## src/rtl/bit_serializer_if.sv

```systemverilog
// ---------------------------------------------------------------------------
// bit_serializer_if
// Bundles the parallel word handshake and the serial output stream of
// bit_serializer.
//   in_data    : parallel word (producer -> serializer)
//   in_valid   : in_data valid (producer -> serializer)
//   in_ready   : serializer can accept a word this cycle
//   out_bit    : serial bit stream
//   out_active : out_bit carries a data bit rather than idle fill
//   word_start : pulse with the first bit of each word
//   fifo_level : words buffered, excluding the one being shifted
// master = word producer / stream consumer, slave = the serializer.
// ---------------------------------------------------------------------------
interface bit_serializer_if #(
    parameter int WIDTH = 8,
    parameter int DEPTH = 4
);
    localparam int LW = $clog2(DEPTH) + 1;

    logic [WIDTH-1:0] in_data;
    logic             in_valid;
    logic             in_ready;
    logic             out_bit;
    logic             out_active;
    logic             word_start;
    logic [LW-1:0]    fifo_level;

    modport master (
        output in_data,
        output in_valid,
        input  in_ready,
        input  out_bit,
        input  out_active,
        input  word_start,
        input  fifo_level
    );

    modport slave (
        input  in_data,
        input  in_valid,
        output in_ready,
        output out_bit,
        output out_active,
        output word_start,
        output fifo_level
    );
endinterface

```

## src/rtl/bit_serializer.sv

```systemverilog
// ---------------------------------------------------------------------------
// bit_serializer
// Parallel-to-serial front end for the serial pattern detector. Words are
// accepted through a valid/ready handshake into a DEPTH-entry FIFO and shifted
// out one bit per clock with no gaps between consecutive words. IDLE_BIT is
// driven whenever nothing is in flight.
// Ports:
//   clk   : clock, all state on rising edge
//   reset : asynchronous, active-high; clears all state
//   bus   : bit_serializer_if.slave (in_data/in_valid/in_ready handshake,
//           registered out_bit/out_active/word_start, fifo_level)
// ---------------------------------------------------------------------------
module bit_serializer #(
    parameter int WIDTH     = 8,
    parameter int DEPTH     = 4,
    parameter bit MSB_FIRST = 1'b1,
    parameter bit IDLE_BIT  = 1'b0
) (
    input  logic            clk,
    input  logic            reset,
    bit_serializer_if.slave bus
);
    localparam int AW = $clog2(DEPTH);
    localparam int LW = AW + 1;
    localparam int CW = $clog2(WIDTH);

    localparam logic [LW-1:0] DEPTH_L  = LW'(DEPTH);
    localparam logic [CW-1:0] CNT_LOAD = CW'(WIDTH - 1);

    localparam logic [0:0] ST_IDLE  = 1'b0;
    localparam logic [0:0] ST_SHIFT = 1'b1;

    // First bit of a freshly loaded word, in the configured shift direction.
    function automatic logic first_bit(input logic [WIDTH-1:0] word);
        return MSB_FIRST ? word[WIDTH-1] : word[0];
    endfunction

    // Word advanced by one position so the next bit sits at the output end.
    function automatic logic [WIDTH-1:0] advance(input logic [WIDTH-1:0] word);
        return MSB_FIRST ? {word[WIDTH-2:0], 1'b0} : {1'b0, word[WIDTH-1:1]};
    endfunction

    logic [WIDTH-1:0] mem_r [DEPTH];
    logic [AW-1:0]    wr_ptr_r;
    logic [AW-1:0]    rd_ptr_r;
    logic [LW-1:0]    level_r;
    logic [WIDTH-1:0] shift_r;
    logic [CW-1:0]    cnt_r;
    logic [0:0]       state_r;
    logic             out_bit_r;
    logic             out_active_r;
    logic             word_start_r;

    logic             in_ready_s;
    logic             push_s;
    logic             load_slot_s;
    logic             pop_s;
    logic [WIDTH-1:0] head_s;

    // Readiness depends only on the registered level, so a full FIFO refuses
    // a push even when a pop happens on the same edge.
    assign in_ready_s  = (level_r < DEPTH_L) && !reset;
    assign push_s      = bus.in_valid && in_ready_s;
    // The shifter can take a new word when idle or right after its last bit
    // was driven (counter exhausted), which keeps the stream gap-free.
    assign load_slot_s = (state_r == ST_IDLE) || (cnt_r == {CW{1'b0}});
    assign pop_s       = (level_r != {LW{1'b0}}) && load_slot_s;
    assign head_s      = mem_r[rd_ptr_r];

    // FIFO storage and write pointer.
    always_ff @(posedge clk or posedge reset) begin
        if (reset) begin
            for (int i = 0; i < DEPTH; i++) begin
                mem_r[i] <= {WIDTH{1'b0}};
            end
            wr_ptr_r <= {AW{1'b0}};
        end else if (push_s) begin
            mem_r[wr_ptr_r] <= bus.in_data;
            wr_ptr_r        <= wr_ptr_r + AW'(1);
        end else begin
            wr_ptr_r <= wr_ptr_r;
        end
    end

    // FIFO read pointer and occupancy count.
    always_ff @(posedge clk or posedge reset) begin
        if (reset) begin
            rd_ptr_r <= {AW{1'b0}};
            level_r  <= {LW{1'b0}};
        end else begin
            if (pop_s) begin
                rd_ptr_r <= rd_ptr_r + AW'(1);
            end else begin
                rd_ptr_r <= rd_ptr_r;
            end
            case ({push_s, pop_s})
                2'b10:   level_r <= level_r + LW'(1);
                2'b01:   level_r <= level_r - LW'(1);
                default: level_r <= level_r;
            endcase
        end
    end

    // Shifter FSM with registered serial outputs.
    always_ff @(posedge clk or posedge reset) begin
        if (reset) begin
            state_r      <= ST_IDLE;
            cnt_r        <= {CW{1'b0}};
            shift_r      <= {WIDTH{1'b0}};
            out_bit_r    <= IDLE_BIT;
            out_active_r <= 1'b0;
            word_start_r <= 1'b0;
        end else if (pop_s) begin
            state_r      <= ST_SHIFT;
            cnt_r        <= CNT_LOAD;
            shift_r      <= advance(head_s);
            out_bit_r    <= first_bit(head_s);
            out_active_r <= 1'b1;
            word_start_r <= 1'b1;
        end else if ((state_r == ST_SHIFT) && (cnt_r != {CW{1'b0}})) begin
            state_r      <= ST_SHIFT;
            cnt_r        <= cnt_r - CW'(1);
            shift_r      <= advance(shift_r);
            out_bit_r    <= first_bit(shift_r);
            out_active_r <= 1'b1;
            word_start_r <= 1'b0;
        end else begin
            state_r      <= ST_IDLE;
            cnt_r        <= {CW{1'b0}};
            shift_r      <= shift_r;
            out_bit_r    <= IDLE_BIT;
            out_active_r <= 1'b0;
            word_start_r <= 1'b0;
        end
    end

    assign bus.in_ready   = in_ready_s;
    assign bus.out_bit    = out_bit_r;
    assign bus.out_active = out_active_r;
    assign bus.word_start = word_start_r;
    assign bus.fifo_level = level_r;
endmodule
```

## src/flat_wrapper.sv

```systemverilog
// flat-port wrapper written by rule: the top's interface ports become plain ports
module bit_serializer_flat 
#(
    parameter int WIDTH     = 8,
    parameter int DEPTH     = 4,
    parameter bit MSB_FIRST = 1'b1,
    parameter bit IDLE_BIT  = 1'b0
)
  (clk, reset, bus_in_data, bus_in_valid, bus_in_ready, bus_out_bit, bus_out_active, bus_word_start, bus_fifo_level);
  bit_serializer_if #(.WIDTH(WIDTH), .DEPTH(DEPTH)) bus_i ();
  input  logic clk;
  input  logic reset;
  input wire logic [$bits(bus_i.in_data)-1:0] bus_in_data;
  input wire logic [$bits(bus_i.in_valid)-1:0] bus_in_valid;
  output wire logic [$bits(bus_i.in_ready)-1:0] bus_in_ready;
  output wire logic [$bits(bus_i.out_bit)-1:0] bus_out_bit;
  output wire logic [$bits(bus_i.out_active)-1:0] bus_out_active;
  output wire logic [$bits(bus_i.word_start)-1:0] bus_word_start;
  output wire logic [$bits(bus_i.fifo_level)-1:0] bus_fifo_level;
  assign bus_i.in_data = bus_in_data;
  assign bus_i.in_valid = bus_in_valid;
  assign bus_in_ready = bus_i.in_ready;
  assign bus_out_bit = bus_i.out_bit;
  assign bus_out_active = bus_i.out_active;
  assign bus_word_start = bus_i.word_start;
  assign bus_fifo_level = bus_i.fifo_level;
  bit_serializer #(.WIDTH(WIDTH), .DEPTH(DEPTH), .MSB_FIRST(MSB_FIRST), .IDLE_BIT(IDLE_BIT)) u_core (.clk(clk), .reset(reset), .bus(bus_i));
endmodule
```

## config.mk

```make
export PLATFORM = sky130hd
export DESIGN_NAME = bit_serializer_flat
export DESIGN_NICKNAME = d
export VERILOG_FILES = /design/src/rtl/bit_serializer_if.sv /design/src/rtl/bit_serializer.sv /design/src/flat_wrapper.sv
export SDC_FILE = /design/constraint.sdc
export NUM_CORES = 1
export LEC_CHECK = 0
export BUFFER_PORTS_ARGS = -buffer_cell sky130_fd_sc_hd__buf_4
export CAP_MARGIN = 25
export CORE_ASPECT_RATIO = 1.75
export CORE_UTILIZATION = 30
export DETAILED_ROUTE_END_ITERATION = 6
export GPL_ROUTABILITY_DRIVEN = 0
export PLACE_DENSITY_LB_ADDON = 0.15
export SYNTH_ARGS = -nofsm -noshare
export SYNTH_HDL_FRONTEND = slang
export SYNTH_SLANG_ARGS = --single-unit
```

## constraint.sdc

```tcl
create_clock -name clk -period 2.56 [get_ports clk]
set_clock_uncertainty 0.15 [all_clocks]
set_input_delay 0.256 -clock clk [delete_from_list [all_inputs] [get_ports clk]]
set_output_delay 0.256 -clock clk [all_outputs]
set_load 0.01 [all_outputs]
```

==> impl_metrics.yaml <==
sta:
  max_clock_freq_mhz: 454
  tns_ps: 0
  rsz0062_at_grt: "false"
  relSlewSlack: 0.546
  final-hold-violation-count: 2
  finalSetupViolCount: 0
  hold_slack_ps: -5.32
  drv_slew: 0
  min_period_ps: 2200
  worstMarginPinSlew_ps: 682
  post-route-period-util: 0.861
pwr:
  p_sw_frac: 0.296
  p_sw_uw: 976
  p_comb_frac: 0.327
  clkPwrFrac: 0.228
  powerDensity_mw_per_mm2: 1220
  p_int_uw: 2320
  leakage_uw: 0.00124
  peakVddDrop_v: 0.000377
  p_seq_frac: 0.445
drt:
  antenna_left: 0
  drt-initial-drc-count: 53
  routed-via-count: 1285
  wirelength_mm: 4.68
  drt-vias-per-instance: 4.87
  first_pass_iters: 4
  wl_per_cell_um: 17.7
  drcViolationCount: 0
logic_synthesis:
  ys_seq_area_frac: 0.560
  yosysTopAreaCellShare: 0.560
  synth.cell_area_sq_mm: 0.00232
  synth_cell_type_count: 24
  syn_inst: 155
  syn_nets: 174
  yosys_warnings: 0
  ys_ff_latch: 52
  synth_area_leaders: "dfrtp_1 56%, mux2_2 16%, mux4_2 5.8%"
  syn_avg_cell_area_sq_um: 15.0
  synth_largest_area_cell: "dfrtp_1"
floorplan:
  initial_core_util: 0.309
  die_area_sq_mm: 0.00811
  die_w_um: 68.5
  num_io_pins: 18
  core_area_sq_mm: 0.00751
  die_h_um: 118
  fp-row-count: 42
clock_tree:
  postCtsSetupRepairBufs: 0
  post_cts_resized: 0
  cts_hold_buf: 0
  cts-root-buf: "clkbuf_16"
  cts_tree: "yes"
  clock_latency_ps: 290
  clock_path_buffers: 2
  numCtsBuffers: 5
  cts.sinks: 52
  path_clk_slew_ps: 60
  cts_max_level: 2
layout:
  final_core_util: 0.359
  most-common-layout-cells: "52 x dfrtp_1, 33 x mux2_2, 21 x buf_4"
  nFillCells: 737
  layout.cells.non_filler: 264
  drive_above_1_share: 0.392
  syn_to_final_growth_pct: 16.2
  layout_commonest_cell: "dfrtp_1"
  antenna_cells: 0
  nets: 194
  stdcell_area_sq_mm: 0.00270
critical_path:
  worstPathRequired_ps: 2620
  start_kind: "register"
  crit_type: "reg2reg"
  crit_fanout: 2
  crit_arrival_ps: 2260
  endpoint_kind: "register"
place:
  dp.cells: 256
  hpwl_mm: 3.20
  numPortBuffers: 17
  place_area_sq_mm: 0.00253
run_status:
  violations: "hold timing"
  status: "finished with violations"
global_routing:
  grt_max_degree: 53
  track_usage: 0.138
  grt_pass1_vias: 1440
  grt_pass1_wl_mm: 7.90
  grt_antenna_before_repair: 0
  grt_overflow: 0
hold_path:
  hp-class: "in2async"
job:
  drv_cap: 0
[metal layers]
| metal | part of all wire | GRT usage |
|---|---|---|
| met2 | 0.55 | 0.225 |
| met5 | 0 | 0 |
| met1 | 0.41 | 0.170 |
| met4 | 0.018 | 0.0508 |
| met3 | 0.022 | 0.0319 |
[flip-flops by register name (all words and copies together), names as in the netlist]
name	count
u_core.mem_r	32
u_core.shift_r	7
u_core.bus.fifo_level	3
u_core.cnt_r	3
u_core.rd_ptr_r	2
u_core.wr_ptr_r	2
u_core.bus.out_bit	1
u_core.bus.word_start	1
u_core.state_r	1
[per-stage QoR]
stage          power (uW)  setup slack, ps
6_report             3300              357
5_1_grt              3540              236
4_1_cts              3370              358
3_5_place_dp         2590              399
3_3_place_gp         2500              447
2_1_floorplan        2250              249
[cells in the mapped netlist]
cell type and instances:
ha_1 7, inv_1 10, mux4_2 6, xor2_1 4
nor2_2 1, buf_6 1, and3_1 4, mux4_1 2
a221o_1 6, nand2_1 1, nor2_1 2, nor3b_1 1
a21oi_1 3, nor2b_1 2, dfrtp_1 52, fa_1 1
mux2_2 33, xnor2_1 2, and2_1 6, nor3_1 1
a22o_1 2, clkbuf_1 2, mux2i_1 1, buf_4 5
[layout make-up]
class / count / area (sq um) / share of cell area
Inverter: 10 / 37.5 / 0.0139
Timing Repair Buffer: 21 / 158 / 0.0584
Clock inverter: 2 / 35.0 / 0.0130
Sequential cell: 52 / 1300 / 0.482
Tap cell: 88 / 110 / 0.0408
Clock buffer: 6 / 129 / 0.0478
Multi-Input combinational cell: 85 / 927 / 0.344
[power groups by stage]
stage / sequential [uW] / clock [uW] / combinational, uW
after floorplan: 1370 / 0 / 880
after global placement: 1460 / 0 / 1040
after detailed placement: 1490 / 0 / 1100
after CTS: 1480 / 785 / 1110
after global routing: 1530 / 816 / 1190
final: 1470 / 752 / 1080
[worst paths after layout]
| kind | start | endpoint | slack [ps] | depth (start not counted) |
|---|---|---|---|---|
| worst max register to register | u_core.cnt_r[0] | u_core.bus.fifo_level[2] | 360 | 11 |
| worst min-delay path | reset | u_core.wr_ptr_r[0] | -5 | 3 |
| worst max-delay path | u_core.cnt_r[0] | u_core.bus.fifo_level[2] | 360 | 11 |
| min in group clk | bus_in_data[7] | u_core.mem_r[31] | 70 | 2 |
| worst min register to register | u_core.cnt_r[0] | u_core.cnt_r[0] | 320 | 1 |
| max in group asynchronous | reset | u_core.mem_r[13] | 1790 | 3 |
[logic make-up after synthesis]
logic type | synth area share
flip-flops | 0.560
buffers and inverters | 0.0404
adder cells (fa/ha/maj) | 0.0463
XOR/XNOR | 0.0226
AO/OA/AOI/OAI | 0.0399
AND/OR/NAND/NOR | 0.0453
multiplexers | 0.245
[worst max-delay path, stage by stage, from the launching register on]
cell	delay, ps
dfrtp_1	390
inv_1	60
ha_1	140
ha_1	130
nor2b_1	60
nor2_2	130
ha_1	190
inv_1	60
fa_1	370
xor2_1	170
nor2_1	110
xor2_1	170
Power figures use the tool's default switching activity.
